[config.mk]
export PLATFORM = sky130hd
export DESIGN_NAME = submod_drain_flat
export DESIGN_NICKNAME = d
export VERILOG_FILES = /design/src/rtl/submod_drain_pkg.sv /design/src/rtl/submod_drain_if.sv /design/src/rtl/submod_drain_step.sv /design/src/rtl/submod_drain.sv /design/src/flat_wrapper.sv
export SDC_FILE = /design/constraint.sdc
export NUM_CORES = 1
export LEC_CHECK = 0
export CORE_MARGIN = 1.5
export CORE_UTILIZATION = 45
export DETAILED_ROUTE_END_ITERATION = 16
export GPL_TIMING_DRIVEN = 0
export PLACE_DENSITY = 0.81
export SLEW_MARGIN = 20
export SYNTH_ARGS = -nofsm -noshare
export SYNTH_HDL_FRONTEND = slang
export SYNTH_SLANG_ARGS = --single-unit
export TNS_END_PERCENT = 10
[constraint.sdc]
create_clock -name clock -period 3.08 [get_ports clock]
set_input_delay 0.308 -clock clock [delete_from_list [all_inputs] [get_ports clock]]
set_output_delay 0.308 -clock clock [all_outputs]
set_load 0.005 [all_outputs]
[src/rtl/submod_drain_pkg.sv]
// submod_drain_pkg: shared state encoding and parameter legality check for submod_drain.
package submod_drain_pkg;
    typedef enum logic [1:0] {IDLE, DRAIN, DONE} state_t;
    function automatic bit const_legal(longint unsigned step, int unsigned width);
        return step != 0 && (width >= 64 || step < (64'd1 << width));
    endfunction
endpackage

[src/rtl/submod_drain_if.sv]
// submod_drain_if: load/out handshake bundle plus status flags.
interface submod_drain_if #(parameter int unsigned WIDTH = 8);
    logic             load_valid;
    logic             load_ready;
    logic [WIDTH-1:0] load_value;
    logic             out_valid;
    logic             out_ready;
    logic [WIDTH-1:0] out_value;
    logic             busy;
    logic             done;
    modport master (output load_valid, load_value, out_ready,
                    input  load_ready, out_valid, out_value, busy, done);
    modport slave  (input  load_valid, load_value, out_ready,
                    output load_ready, out_valid, out_value, busy, done);
endinterface

[src/rtl/submod_drain_step.sv]
// drain_step: one decrement step of the accumulator and the final-beat flag.
module drain_step #(
    parameter int unsigned WIDTH         = 8,
    parameter int unsigned SOME_CONSTANT = 6
) (
    input  logic [WIDTH-1:0] acc,
    output logic [WIDTH-1:0] next_acc,
    output logic             last
);
    localparam logic [WIDTH-1:0] STEP = WIDTH'(SOME_CONSTANT);
    // last guards the subtraction, so next_acc is only used when it cannot underflow
    assign last     = acc <= STEP;
    assign next_acc = acc - STEP;
endmodule

[src/rtl/submod_drain.sv]
// submod_drain: loads a value and streams it out, stepping down by SOME_CONSTANT per accepted beat.
module submod_drain
    import submod_drain_pkg::*;
#(
    parameter int unsigned SOME_CONSTANT = 6,
    parameter int unsigned WIDTH         = 8
) (
    input logic           clock,
    input logic           reset_n,
    submod_drain_if.slave bus
);
    if (!const_legal(longint'(SOME_CONSTANT), WIDTH)) begin : g_bad_const
        $error("submod_drain: SOME_CONSTANT must be nonzero and below 2**WIDTH");
    end
    state_t           state, state_next;
    logic [WIDTH-1:0] acc, next_acc;
    logic             last, load_fire, beat_fire;
    drain_step #(.WIDTH(WIDTH), .SOME_CONSTANT(SOME_CONSTANT)) u_step (
        .acc     (acc),
        .next_acc(next_acc),
        .last    (last)
    );
    assign load_fire = bus.load_valid && bus.load_ready;
    assign beat_fire = bus.out_valid && bus.out_ready;
    always_ff @(posedge clock or negedge reset_n) begin
        if (!reset_n) begin
            state <= IDLE;
            acc   <= '0;
        end else begin
            state <= state_next;
            if (load_fire) acc <= bus.load_value;
            else if (beat_fire && !last) acc <= next_acc;
            else if (state == DONE) acc <= '0;
        end
    end
    always_comb begin
        state_next = (state == IDLE)  ? (load_fire ? DRAIN : IDLE) :
                     (state == DRAIN) ? ((beat_fire && last) ? DONE : DRAIN) :
                                        IDLE;
    end
    always_comb begin
        bus.load_ready = state == IDLE;
        bus.out_valid  = state == DRAIN;
        bus.busy       = state != IDLE;
        bus.done       = state == DONE;
        bus.out_value  = acc;
    end
endmodule

[src/flat_wrapper.sv]
// flat-port wrapper written by rule: the top's interface ports become plain ports
module submod_drain_flat import submod_drain_pkg::*;
#(
    parameter int unsigned SOME_CONSTANT = 6,
    parameter int unsigned WIDTH         = 8
)
  (clock, reset_n, bus_load_valid, bus_load_value, bus_out_ready, bus_load_ready, bus_out_valid, bus_out_value, bus_busy, bus_done);
  submod_drain_if #(.WIDTH(WIDTH)) bus_i ();
  input logic clock;
  input logic reset_n;
  input wire logic [$bits(bus_i.load_valid)-1:0] bus_load_valid;
  input wire logic [$bits(bus_i.load_value)-1:0] bus_load_value;
  input wire logic [$bits(bus_i.out_ready)-1:0] bus_out_ready;
  output wire logic [$bits(bus_i.load_ready)-1:0] bus_load_ready;
  output wire logic [$bits(bus_i.out_valid)-1:0] bus_out_valid;
  output wire logic [$bits(bus_i.out_value)-1:0] bus_out_value;
  output wire logic [$bits(bus_i.busy)-1:0] bus_busy;
  output wire logic [$bits(bus_i.done)-1:0] bus_done;
  assign bus_i.load_valid = bus_load_valid;
  assign bus_i.load_value = bus_load_value;
  assign bus_i.out_ready = bus_out_ready;
  assign bus_load_ready = bus_i.load_ready;
  assign bus_out_valid = bus_i.out_valid;
  assign bus_out_value = bus_i.out_value;
  assign bus_busy = bus_i.busy;
  assign bus_done = bus_i.done;
  submod_drain #(.SOME_CONSTANT(SOME_CONSTANT), .WIDTH(WIDTH)) u_core (.clock(clock), .reset_n(reset_n), .bus(bus_i));
endmodule
# --- Word level (Yosys, flattened, before mapping) ---
# Index checks and enable logic that the tools add are counted.
totals:
  reg_bits: 10
  inputBits: 12
  out_inout_bits: 12
classes:
  add_sub_neg: 1
  n_lt_le_gt_ge: 1
  n_eq_ne: 2
  n_mux: 7
  n_reduce_logical: 8
op_table:
  columns: ["operator", "count"]
  rows:
  - ["$mux W8", 3]
  - ["$le A8 B3 Y1 const B", 1]
  - ["$sub A8 B3 Y8 const B", 1]
  - ["$mux W2", 3]
  - ["$logic_and A1 B1 Y1", 4]
  - ["$reduce_bool A3 Y1", 1]
  - ["$eq A2 B1 Y1 const B", 1]
  - ["$eq A2 B2 Y1 const B", 1]
  - ["$logic_not A2 Y1", 1]
  - ["$reduce_bool A2 Y1", 1]
  - ["$logic_not A1 Y1", 1]
  - ["$mux W1", 1]

# --- Longest topological paths before layout ---
# Gate-level depths: netlist (run 1).
logic_depth:
  word_depth: 6
  depth_mapped: 5

# --- By module ---
# From an unflattened synthesis (run 1), not the netlist that was laid out.
unflattened:
  hier_cells: 52
  area_unflattened_um2: 598.1
by_module_without_submodules:
  columns: ["mod", "n_inst", "cells_per_inst", "area_each_um2", "seq_area_each_um2"]
  rows:
  - ["submod_drain", 1, 38, 480.5, 250.2]
  - ["drain_step", 1, 14, 117.6, 0.0]

# --- Worst setup path before layout (run 1) ---
# Ideal clock, no wire load.
synth_timing:
  path_type: "flip-flop to flip-flop"
  start: "register u_core.acc[1] (netlist: u_core.bus.out_value[1])"
  end: "register u_core.acc[6] (netlist: u_core.bus.out_value[6])"
  arrival_ns: 1.234
  required_time_ns: 2.962
  path_slack_ns: 1.728
  stages_incl_launch_ff: 5
  n_path_buf: 0
  cell_sequence: "dfrtp_1 > a2111o_1 > o211ai_1 > o41ai_1 > a21o_1"
synth_via:
  elab_chain_cells: 5
synth_rtl:
  columns: ["item", "line_no", "text"]
  rows:
  - ["start: declaration", "submod_drain.sv:16", "logic [WIDTH-1:0] acc, next_acc;"]
  - ["start signal: assignment", "submod_drain.sv:31", "if (load_fire) acc <= bus.load_value;"]
  - ["start signal: assignment", "submod_drain.sv:32", "else if (beat_fire && !last) acc <= next_acc;"]
  - ["$le A8 B3 Y1", "submod_drain_step.sv:12", "assign last = acc <= STEP;"]
  - ["$logic_not A1 Y1", "submod_drain.sv:32", null]
  - ["$logic_and A1 B1 Y1", "submod_drain.sv:32", null]
  - ["$mux W8", "submod_drain.sv:32", null]
  - ["$mux W8", "submod_drain.sv:31", null]
# Several ways; a longest one is shown, not always the timed one.
# A chain may end at the register's enable or synchronous reset.

# --- Worst setup path in the final report (run 1) ---
layout_timing:
  start: "register u_core.state[1]"
  end: "output port bus_load_ready"
layout_via:
  elab_chain_cells: 1
layout_rtl:
  columns: ["item", "line_no", "text"]
  rows:
  - ["start: declaration", "submod_drain.sv:15", "state_t state, state_next;"]
  - ["start signal: assignment", "submod_drain.sv:30", "state <= state_next;"]
  - ["$logic_not A2 Y1", "submod_drain.sv:42", "bus.load_ready = state == IDLE;"]
  - ["end: declaration", "flat_wrapper.sv:14", "output wire logic [$bits(bus_i.load_ready)-1:0] bus_load_ready;"]
# No other way between the ends.

==> reports/results.tsv, run 1 <==
stage	metric	value	unit
timing	worst slew pin tran	0.4713	ns
route	DRT iter0 DRCs	7	
pwr	Reg power frac	32.6	%
global_route	met3 Use GR	3.333	%
clock_network	CTS root buffer	clkbuf_4	
clock_network	Setup Fix Bufs, Post-CTS	0	
synthesis	async set-reset flop share out of synthesis	100.0	%
flow_run	max-cap violation count	0	
synthesis	Synth Area in XOR/XNOR	0	%
timing	Worst slew margin	68.48	%
synthesis	post-synthesis simple-gate area fraction	26.09	%
worst_setup_path	r2r setup slk	1.54	ns
global_route	vias in the first global route	560	
global_route	GRT overflow	0	
pwr	total power	0.8974	mW
clock_network	clock sink count	10	
synthesis	main combinational cell family by area after synthesis	compound AO/OA/AOI/OAI gates	
run_status	status	finished clean	
pwr	leakage	0.3958	nW
synthesis	Synth Instances	63	
floorplanning	Starting Density	48.65	%
worst_setup_path	CP Class	reg -> out	
route	antenna viol nets, final	0	
route	vias post-DR	605	
layout	Reg area	250.2	sq um
route	drt pass-1 iters	4	
synthesis	Compound-Gate Fraction of Synth Area	30.63	%
clock_network	CTS tree	yes	
timing	setup TNS	0	ns
pwr	worst IR drop on VDD	0.0005478	V
synthesis	mux cell area share after synthesis	0	%
clock_network	CTS Buf Count	3	
global_route	global route hottest layer	met2	
pwr	P_int	0.5447	mW
floorplanning	die height	40.51	um
pwr	Clock power frac	10.3	%
clock_network	Gates resized, CTS repair	0	
synthesis	Top FF cell, synth	dfrtp_1	
timing	Final period util	62.55	%
worst_setup_path	Crit Reg-Reg Endpoint	u_core.bus.out_value[5]$_DFFE_PN0P_	
synthesis	Syn Nets	76	
global_route	met1 usage	28.57	%
route	wire length per cell	14.91	um
pwr	PwrDens	992.0	nW/um^2
timing	RSZ-0062 raised after global routing	false	
timing	Slew Viols, Final	0	
pwr	Switch Pwr	0.3527	mW
synthesis	count of cell types in the netlist	33	
synthesis	post-synthesis register bit count	10	
timing	Max Clk Rate	519.0	MHz
synthesis	Seq/Total Area, Yosys	39.53	%
clock_network	clk slew on worst S/H paths	0.07	ns
layout	number of fill cells	120	
worst_setup_path	R2R cell count	5	
floorplanning	overall die width	40.51	um
global_route	initial antenna violation count	0	
worst_setup_path	worst stage delay on the critical path	0.48	ns
synthesis	synthesized cell area	633.1	sq um
route	final WL	1551	um
layout	Multi-input gate area	371.6	sq um
synthesis	Post-synth EDFFs	0	
worst_setup_path	worst-path cell chain	or2_2 > inv_1 > clkdlybuf4s50_1	
worst_setup_path	crit path max fanout	7	
placed_design	Buffers on Ports	23	
worst_setup_path	RR Startpoint	u_core.bus.out_value[1]$_DFFE_PN0P_	
global_route	pin count of the biggest net entering global routing	11	
min_path	worst hold path class	in -> async	
floorplanning	Die ar.	1641	sq um
pwr	Net Sw Frac	39.31	%
worst_setup_path	CP required	2.77	ns
placed_design	RD Place Congestion	0.7734	
timing	Tmin final	1.927	ns
pwr	part of the power in combinational logic	57.1	%
route	detail-routed via count per cell	5.817	
clock_network	CTS Hold Buffers Added	0	
synthesis	Adder-Cell Fraction of Synth Area	1.976	%
floorplanning	# IOs	24	
global_route	first-pass GRT wire length	2408	um
floorplanning	FP Rows	13	
layout	n_diodes	0	
worst_setup_path	CP max stage cell	clkdlybuf4s50_1	
timing	# setup viols final	0	
clock_network	H-tree Lvls	1	
timing	clk_skew	0.009577	ns
global_route	All-Layer GR Usage	22.99	%
placed_design	hpwl dp	1153	um
worst_setup_path	CP Capture Type	output pin	
route	DRC errors left	0	
worst_setup_path	nature of the critical path startpoint	flip-flop	
layout	Area growth syn-to-layout	42.89	%
synthesis	YS warnings	0	
clock_network	Max Root-Sink Buffers	2	
synthesis	Mean Syn Cell Area	10.05	sq um
layout	Final nets	104	
clock_network	clock latency on the worst-skew pair	0.27	ns
global_route	global-route met2 utilization	37.70	%
timing	Final Hold Viols	0	
layout	share of cells above drive strength 1	11.24	%
worst_setup_path	Critical Path AT	1.62	ns
floorplanning	CORE AREA	1301	sq um
==> kinds of logic (layout without fill, tap and decap cells) <==
kind of cell / count (synthesis) / count (layout)
AND/OR/NAND/NOR: 27 / 27
AO/OA/AOI/OAI: 23 / 23
flip-flops: 10 / 10
buffers and inverters: 2 / 28
adder cells (fa/ha/maj): 1 / 1
==> cell usage in the layout, fill, tap and decap left out, types with 2 or more instances in the layout <==
cell              n
nor2_1            2
nand2_1           8
a2bb2oi_1         3
nand3_1           5
o21ai_0           3
a21o_1            2
o211ai_1          2
clkdlybuf4s50_1  23
clkbuf_4          3
a21oi_1           3
nor3_1            2
dfrtp_1          10
==> power by group through the flow <==
stage / sequential [mW] / clock [mW] / combinational [mW]
after global routing: 0.306 / 0.0989 / 0.569
final: 0.293 / 0.0928 / 0.512
after global placement: 0.289 / 0 / 0.502
after floorplan: 0.279 / 0 / 0.300
after CTS: 0.291 / 0.0934 / 0.518
after detailed placement: 0.292 / 0 / 0.515
==> sequential cells by signal, summed over array words and instances (netlist names) <==
register              flops
u_core.bus.out_value      8
u_core.state              2
==> worst max-delay path by stage <==
stage	to	slack, ns	from	depth (start not counted)
after floorplan	u_core.bus.out_value[6]$_DFFE_PN0P_	1.73	u_core.bus.out_value[1]$_DFFE_PN0P_	4
after global placement	u_core.bus.out_value[3]$_DFFE_PN0P_	1.33	bus_load_valid	5
after detailed placement	u_core.bus.out_value[3]$_DFFE_PN0P_	1.31	bus_load_valid	5
after CTS	bus_load_ready	1.16	u_core.state[1]$_DFF_PN0_	3
after global routing	bus_load_ready	1.08	u_core.state[0]$_DFF_PN0_	3
final	bus_load_ready	1.15	u_core.state[1]$_DFF_PN0_	3
==> critical path: cells and delay by family (launching register included) <==
kind / cells / cell delay (ns)
buffers and inverters: 2 / 0.53
DFF: 1 / 0.47
and+or+nand+nor: 1 / 0.34
==> synthesized netlist by cell type (2+ instances only) <==
master      n  area (sq um)
nor3_1      2         10.01
dfrtp_1    10         250.2
nand2_1     8         30.03
o21ai_0     3         15.01
a2bb2oi_1   3         26.28
a21oi_1     3         15.01
nor2_1      2         7.510
o211ai_1    2         15.01
nand3_1     5         25.02
a21o_1      2         15.01
==> per-layer routing <==
metal | share of wire [%] | vias to the layer above
met3 | 4.6 | 5
li1 | - | 301
met5 | 0 | -
met2 | 48 | 19
met4 | 2.0 | 0
met1 | 46 | 280
==> layout make-up <==
type | instances | share of cell area, %
Timing Repair Buffer | 23 | 25.45
Tap cell | 15 | 2.075
Clock buffer | 3 | 2.490
Multi-Input combinational cell | 51 | 41.08
Inverter | 1 | 0.4149
Buffer | 1 | 0.8299
Sequential cell | 10 | 27.66
==> stage by stage <==
| stage | util, % | cells | instance area [sq um] | setup slack, ns | hold slack [ns] |
|---|---|---|---|---|---|
| after detailed placement | 67.79 | 101 | 882.1 | 1.309 | 0.5361 |
| after floorplan | - | 63 | 633.1 | 1.728 | 0.01241 |
| after global routing | 69.52 | 104 | 904.6 | 1.083 | 0.3978 |
| after global placement | 67.79 | 101 | 882.1 | 1.327 | 0.5193 |
| after CTS | 69.52 | 104 | 904.6 | 1.156 | 0.3808 |
| final | 69.52 | 104 | 904.6 | 1.153 | 0.3537 |
No activity file was read; power rests on OpenSTA's default activity.
==> inputs of run 2 (changes only) <==
CORE_ASPECT_RATIO = 1.25   (was not set)
CORE_UTILIZATION = 38   (was 45)
PLACE_DENSITY = 0.72   (was 0.81)
clock period = 1.7 ns   (was 3.08 ns; I/O delays follow)
==> reports/results.tsv, run 2 (synthesis results as in run 1) <==
stage	metric	value	unit
run_status	status	finished clean	
global_route	vias in the first global route	592	
global_route	All-Layer GR Usage	18.81	%
pwr	PwrDens	1746	nW/um^2
global_route	GRT overflow	0	
route	detail-routed via count per cell	5.598	
clock_network	CTS Buf Count	3	
worst_setup_path	crit path max fanout	3	
route	wire length per cell	13.74	um
placed_design	RD Place Congestion	0.7595	
pwr	leakage	0.4556	nW
floorplanning	Starting Density	40.54	%
timing	# setup viols final	0	
worst_setup_path	nature of the critical path startpoint	flip-flop	
timing	clk_skew	0.0002255	ns
worst_setup_path	CP Class	reg -> out	
floorplanning	Die ar.	1922	sq um
floorplanning	# IOs	24	
pwr	worst IR drop on VDD	0.0007752	V
worst_setup_path	Critical Path AT	1.41	ns
floorplanning	FP Rows	16	
layout	post-layout util	61.22	%
clock_network	H-tree Lvls	1	
route	final WL	1539	um
placed_design	DP Area	885.9	sq um
timing	worst slew pin tran	0.4834	ns
worst_setup_path	RR Startpoint	u_core.bus.out_value[1]$_DFFE_PN0P_	
floorplanning	die height	48.64	um
timing	Tmin final	1.577	ns
route	drt pass-1 iters	4	
worst_setup_path	CP max stage cell	clkdlybuf4s50_1	
worst_setup_path	r2r setup slk	0.14	ns
flow_run	max-cap violation count	0	
route	vias post-DR	627	
clock_network	clk slew on worst S/H paths	0.06	ns
timing	Slew Viols, Final	0	
clock_network	clock latency on the worst-skew pair	0.25	ns
worst_setup_path	CP Capture Type	output pin	
worst_setup_path	Crit Reg-Reg Endpoint	u_core.bus.out_value[5]$_DFFE_PN0P_	
clock_network	CTS root buffer	clkbuf_4	
worst_setup_path	R2R cell count	5	
timing	setup TNS	0	ns
layout	share of cells above drive strength 1	18.09	%
layout	Final nets	109	
placed_design	Buffers on Ports	23	
timing	Worst slew margin	67.67	%
clock_network	Max Root-Sink Buffers	2	
global_route	initial antenna violation count	0	
layout	n_diodes	0	
timing	RSZ-0062 raised after global routing	false	
route	DRT iter0 DRCs	14	
timing	Max Clk Rate	634.1	MHz
placed_design	hpwl dp	1134	um
worst_setup_path	CP required	1.53	ns
clock_network	CTS tree	yes	
min_path	worst hold path class	in -> async	
global_route	first-pass GRT wire length	2642	um
worst_setup_path	worst-path cell chain	or2_2 > clkdlybuf4s50_1	
timing	hold_ws	0.2429	ns
floorplanning	overall die width	39.51	um
global_route	pin count of the biggest net entering global routing	11	
layout	Largest register FFs	8	
layout	commonest non-fill, non-tap cell in the layout	clkdlybuf4s50_1	
clock_network	clock sink count	10	
worst_setup_path	worst stage delay on the critical path	0.44	ns
layout	Area growth syn-to-layout	50.99	%
route	antenna viol nets, final	0	
timing	Final period util	92.77	%
layout	most frequent cells in the layout	clkdlybuf4s50_1, nand2_1, dfrtp_1	
timing	Final Hold Viols	0	
layout	cell area after layout	955.9	sq um
layout	number of fill cells	145	
route	DRC errors left	0	
floorplanning	CORE AREA	1562	sq um
-- run 2: cell types whose count changed in the layout (fill, tap and decap cells not counted) --
cell             previous run  this run
dfrtp_2                     0         2
dfrtp_1                    10         8
buf_4                       1         6
dlymetal6s2s_1              0         3
clkdlybuf4s50_1            23        20
-- run 2: how the worst max path moves through the flow --
| stage | from | depth (start not counted) | end |
|---|---|---|---|
| 6_report | u_core.state[1]$_DFF_PN0_ | 2 | bus_busy |
| 5_1_grt | u_core.bus.out_value[1]$_DFFE_PN0P_ | 5 | u_core.bus.out_value[5]$_DFFE_PN0P_ |
| 4_1_cts | u_core.state[1]$_DFF_PN0_ | 3 | bus_load_ready |
| 3_5_place_dp | bus_load_valid | 5 | u_core.bus.out_value[3]$_DFFE_PN0P_ |
| 3_3_place_gp | bus_load_valid | 5 | u_core.bus.out_value[3]$_DFFE_PN0P_ |
| 2_1_floorplan | u_core.bus.out_value[1]$_DFFE_PN0P_ | 4 | u_core.bus.out_value[6]$_DFFE_PN0P_ |
-- run 2: cell type report --
class	instances	area (sq um)	share of cell area (%)
Clock buffer	3	22.52	2.356
Tap cell	18	22.52	2.356
Multi-Input combinational cell	51	371.6	38.87
Buffer	1	7.507	0.7853
Timing Repair Buffer	28	275.3	28.80
Sequential cell	10	252.7	26.44
Inverter	1	3.754	0.3927
-- run 2: critical path: cells and delay by family, from the launching register on --
family,cells,cell delay [ns]
DFF,1,0.41
buffers and inverters,1,0.44
and+or+nand+nor,1,0.30
-- run 2: through the flow --
step | power, mW | setup slack (ns) | cells
after floorplan | 1.049 | 0.3484 | 63
after global placement | 1.438 | 0.07660 | 104
after detailed placement | 1.465 | 0.05746 | 104
after CTS | 1.690 | 0.02427 | 112
after global routing | 1.818 | 0.03355 | 112
final | 1.669 | 0.1230 | 112
-- run 2: report_power, final --
part	switching [mW]	internal, mW	total [mW]	leakage (nW)
combinational	0.403	0.599	1.00	0.321
clock	0.0734	0.0814	0.155	0.0138
sequential	0.160	0.353	0.512	0.121
total	0.636	1.03	1.67	0.456
-- run 2: what timing repair did --
action | CTS | global route
setup buffers | 5 | 0
gates resized for setup | 2 | 3
endpoints found under the setup margin | 1 | 3
hold buffers | 0 | 0
-- run 2: metal layers --
metal / up-vias / global-route usage (%) / routed length, um
li1: 307 / - / -
met1: 299 / 24.63 / 692
met2: 21 / 29.78 / 770
met3: 0 / 3.211 / 77
met4: 0 / 6.897 / 0
met5: - / 0 / 0
